--- src/rtl/frame_buf_pkg.sv ---
// Shared constants for the frame-buffer blocks.
// The defaults here give a 16-bit word and a 3-bit (8-word) address space.
package frame_buf_pkg;

  localparam int FB_DATA_WIDTH = 16;
  localparam int FB_ADDR_WIDTH = 3;

endpackage : frame_buf_pkg

--- src/rtl/data_mem.sv ---
// Simple dual-port synchronous RAM for frame-buffer data.
// It has one write port and one registered read port; a same-address collision returns the new data.
module data_mem
  import frame_buf_pkg::*;
#(
  parameter int DATA_WIDTH = FB_DATA_WIDTH,
  parameter int ADDR_WIDTH = FB_ADDR_WIDTH
) (
  input  logic                  clk,
  input  logic                  reset,
  input  logic                  wr_en,
  input  logic [ADDR_WIDTH-1:0] wr_addr,
  input  logic [DATA_WIDTH-1:0] wr_data,
  input  logic                  rd_en,
  input  logic [ADDR_WIDTH-1:0] rd_addr,
  output logic [DATA_WIDTH-1:0] rd_data
);

  localparam int DEPTH = 2 ** ADDR_WIDTH;

  logic [DATA_WIDTH-1:0] mem [0:DEPTH-1];
  logic                  collide;
  logic [DATA_WIDTH-1:0] rd_next;

  // The array has no reset so that it stays inferable as block RAM.
  always_ff @(posedge clk) begin
    if (!reset && wr_en) begin
      mem[wr_addr] <= wr_data;
    end
  end

  assign collide = wr_en && rd_en && (wr_addr == rd_addr);
  assign rd_next = collide ? wr_data : mem[rd_addr];

  always_ff @(posedge clk) begin
    if (reset) begin
      rd_data <= '0;
    end else if (rd_en) begin
      rd_data <= rd_next;
    end
  end

endmodule : data_mem

--- config.mk ---
export PLATFORM = sky130hd
export DESIGN_NAME = data_mem
export DESIGN_NICKNAME = d
export VERILOG_FILES = /design/src/rtl/frame_buf_pkg.sv /design/src/rtl/data_mem.sv
export SDC_FILE = /design/constraint.sdc
export NUM_CORES = 1
export LEC_CHECK = 0
export CORE_MARGIN = 2
export CORE_UTILIZATION = 50
export DETAILED_ROUTE_END_ITERATION = 8
export GPL_TIMING_DRIVEN = 0
export PLACE_DENSITY = 0.67
export SYNTH_ARGS = -nofsm -noshare
export SYNTH_HDL_FRONTEND = slang
export SYNTH_SLANG_ARGS = --single-unit
--- constraint.sdc ---
create_clock -name clk -period 5.5 [get_ports clk]
set_input_delay 0.825 -clock clk [delete_from_list [all_inputs] [get_ports clk]]
set_output_delay 0.825 -clock clk [all_outputs]
set_load 0.1 [all_outputs]
=== Word level (Yosys, flattened, before mapping) ===
Memories as Yosys holds them, arrays and structs flattened. A register that Yosys moved wholly into a read port is not among the register bits.
Cells that the tools add are included.

* Muxes and demuxes: 2
* Reduce and logical (&&, ||, !) cells: 2

{| class="wikitable"
|+ Operator list
! kind !! number
|-
| two-way mux 1 bit || 2
|-
| logical AND 1 bit || 1
|-
| logical NOT 1 bit || 1
|}

* Bits in registers: 0
* Bits in writable memories: 128
* Logic and storage cells: 5
* Memories kept: 1

{| class="wikitable"
|+ Memory list
! memory !! depth !! width !! read ports !! clocked after memory_dff !! write ports !! line !! source
|-
| mem || 8 || 16 || 1 || 1 || 1 || data_mem.sv:21 || <nowiki>logic [DATA_WIDTH-1:0] mem [0:DEPTH-1];</nowiki>
|}

=== Logic depth before layout (Yosys ltp) ===
* Depth after elaboration: 4
* Gate-level depth with buffers: 6
* Mapped depth without buffers: 3

=== Worst setup path after synthesis ===
OpenSTA, ideal clock, no wires.

* Path kind: input port to flip-flop
* Start: in wr_en
* End: mem mem[0][0] (netlist bit) (enable)
* Library setup time: 0.409 ns
* Data arrival time: 2.444 ns
* Required time: 5.091 ns
* Slack: 2.647 ns
* Stages: 3
* Cells stage by stage: inv_1 or3_1 nor3_1

* Cells in the longest elaborated chain, start to end: 3

{| class="wikitable"
|+ RTL lines
! item !! line !! source
|-
| start: declaration || data_mem.sv:11 || <nowiki>input logic wr_en,</nowiki>
|-
| logical AND 1 bit || data_mem.sv:27 || <nowiki>if (!reset && wr_en) begin</nowiki>
|-
| two-way mux 1 bit || data_mem.sv:27 ||
|-
| two-way mux 1 bit (implied by the code) || data_mem.sv:28 || <nowiki>mem[wr_addr] <= wr_data;</nowiki>
|-
| end: declaration || data_mem.sv:21 ||
|}

No other way between the ends.

=== Final worst setup path ===
* Start: reg rd_data[4], read port of mem
* End: out rd_data[4]

{| class="wikitable"
|+ RTL lines
! item !! line !! source
|-
| start: declaration || data_mem.sv:16 || <nowiki>output logic [DATA_WIDTH-1:0] rd_data</nowiki>
|}

No word-level cell between the ends.

==> reports/results.ini <==
[placement]
place_inst = 464
post-place-ws_ps = 2522
gp_congestion = 0.6829
hpwl_um = 7023
port_buffers = 38

[sta]
slew_headroom_pct = 35.27
rsz0062_at_grt = false
setup_slack_ps = 2621
post-route-period-util_pct = 52.35
fin_tns_setup_ps = 0
setup_viol = 0
drv_slew = 0
hold_viol = 0
min_period_ps = 2879
max_freq_ghz = 0.3473
worst_slew_pin_slew_ps = 967.9
holdWs_ps = 460.9
clock_skew_ps = 8.764

[critical_path]
critPathKind = register to output pin
critPathTopFamily = buffers and inverters
cp_slowest_cell = clkdlybuf4s50_1
crit_path_start_kind = register
max_stage_delay_ps = 1150
required_ps = 4680
path_depth = 1
path_cells = clkdlybuf4s50_1
timing.rr.end = rd_data[15]$_SDFFE_PP0P_
r2r_start = mem[5][15]$_DFFE_PP_
crit_buf_inv = 1
end_kind = output pin
cp_data_arrival_time_ps = 2050
reg2regPathDepth = 3
r2r_setup_slack_ps = 4150
path_max_fanout = 2

[clock_tree]
clk_pin_slew_ps = 60
cts-htree-levels = 4
hold_buffers = 0
clockBufferDepth = 2
cts_tree = done
cts_root_buf = clkbuf_8
post_cts_buffers = 0
clock-sinks = 144
clk_latency_ps = 540
post_cts_resized = 0
cts_buffers = 17

[yosys]
synth_area_leaders = edfxtp_1 (68%), mux4_2 (13%), dfxtp_1 (5.7%), mux2i_1 (2.9%), o221ai_2 (2.7%)
synth.area.mux_share_pct = 15.68
ys_ff_latch = 144
ys_async_sr_fraction_pct = 0
synth_seq_area_share_pct = 74.14
synth-compound-area-share_pct = 4.099
synthSimpleGateAreaFrac_pct = 2.695
synth_top_family_by_area = multiplexers
postSynthAreaPerCell_sq_um = 20.35
yosysMostFrequentCell = edfxtp_1
synth_cell_types = 23
synth_cells = 276
synth_commonest_cells = edfxtp_1 (128), mux4_2 (32), inv_1 (17), nand2_1 (17)
synthesis.area_sq_mm = 0.005617
synth_edf_count = 128
synth_xor_xnor_area_share_pct = 0.6015
ys_warn_count = 0
synth_top_area_cell = edfxtp_1
ys.flop_type = edfxtp_1
synth_fa_ha_area_share_pct = 0
synth_fp_nets = 302
synth_top_area_share_pct = 68.43

[grt]
grt_pass1_vias = 2931
track_usage_pct = 21.23
grt_max_degree = 17
grt_overflow = 0
antenna_found_initial = 0
grt_pass1_wl_um = 17260

[final_layout]
finalNetCount = 369
final_cells = 496
area_delta_synth_final_pct = 24.39
num_antenna_cells = 0
post-route-util_pct = 64.17
drive_above_1_share_pct = 28.09

[min_path]
min_path_cells = 2
min_from = rd_data[5]$_SDFFE_PP0P_
hold_class = register to register
holdPathEnd = rd_data[5]$_SDFFE_PP0P_

[power]
leakagePower_nw = 2.349
p_per_area_mw_per_mm2 = 383.0
ir_worst_vdd_v = 0.0002623

[routing]
drtIter0Drc = 167
drc = 0
wl_um = 11300
routed_via_density = 5.663
vias = 2809
routedWlPerCell_um = 22.78
ant_nets = 0
drt-pass1-iter-count = 4

[die]
rows = 38
start_util_pct = 51.59
die_h_um = 110.0
num_io_pins = 42
die-area_sq_mm = 0.01210
core_area_sq_mm = 0.01089
die_x_um = 110.0

[outcome]
status = completed

[run]
maxCapViolCount = 0

[registers in the layout (all words and copies together) (netlist names)]
register	flops
mem	128
rd_data	16
[power breakdown]
part / internal, mW / leakage [nW] / switching (mW) / total, mW
Clock: 0.782 / 0.297 / 0.435 / 1.22
Sequential: 1.22 / 1.29 / 0.0104 / 1.23
Combinational: 0.0797 / 0.764 / 0.148 / 0.228
Total: 2.08 / 2.35 / 0.594 / 2.68
[worst max-delay path by stage]
| stage | start | end | slack, ps |
|---|---|---|---|
| 3_3_place_gp | wr_en | mem[0][8]$_DFFE_PP_ | 960 |
| 2_1_floorplan | wr_en | mem[0][0]$_DFFE_PP_ | 2650 |
| 6_report | rd_data[4]$_SDFFE_PP0P_ | rd_data[4] | 2620 |
| 4_1_cts | rd_data[12]$_SDFFE_PP0P_ | rd_data[12] | 2580 |
| 5_1_grt | rd_data[12]$_SDFFE_PP0P_ | rd_data[12] | 2560 |
| 3_5_place_dp | wr_en | mem[0][8]$_DFFE_PP_ | 2520 |
[layer usage]
layer / global-route usage (%) / up-vias / wire length, um
met4: 9.132 / 0 / 156
met2: 34.71 / 65 / 5896
met5: 0 / - / 0
li1: - / 1254 / -
met1: 27.03 / 1474 / 4714
met3: 5.526 / 16 / 534
[kinds of logic after synthesis]
group,Yosys count
simple gates,33
mux,48
flops,144
xor+xnor,3
buf+inv,31
compound gates,17
[through the flow]
stage / instance area, sq um / power (mW)
2_1_floorplan: 5617 / 1.402
3_3_place_gp: 6172 / 1.472
3_5_place_dp: 6357 / 1.483
4_1_cts: 6987 / 2.698
5_1_grt: 6987 / 2.752
6_report: 6987 / 2.676
[cell usage in the layout (no fill, tap or decap), types with 2 or more instances in the layout]
cell type and instances:
dfxtp_1 16, o221ai_2 10, bufinv_16 5, o221ai_1 6, xor2_1 2, nand2_1 17, clkbuf_1 7, nor2_2 6
buf_6 6, inv_1 17, mux2i_1 16, nand2b_1 2, clkinv_1 2, inv_6 3, clkdlybuf4s50_1 38, buf_16 2
clkbuf_16 16, clkinvlp_4 3, edfxtp_1 128, mux4_2 32, buf_2 4, buf_8 4, nor3_2 2, nand3b_1 2
[area by class of cell]
| type | instances | area (sq um) |
|---|---|---|
| flip-flops and latches | 144 | 4164 |
| fillers | 751 | 3901 |
| multi-input cells | 101 | 1321 |
| plain buffers | 14 | 92.59 |
| inverters | 17 | 63.81 |
| clock inverters | 14 | 211.5 |
| repair buffers | 48 | 540.5 |
| well taps | 140 | 175.2 |
| clock buffers | 18 | 417.9 |
Power figures use the tool's default switching activity.
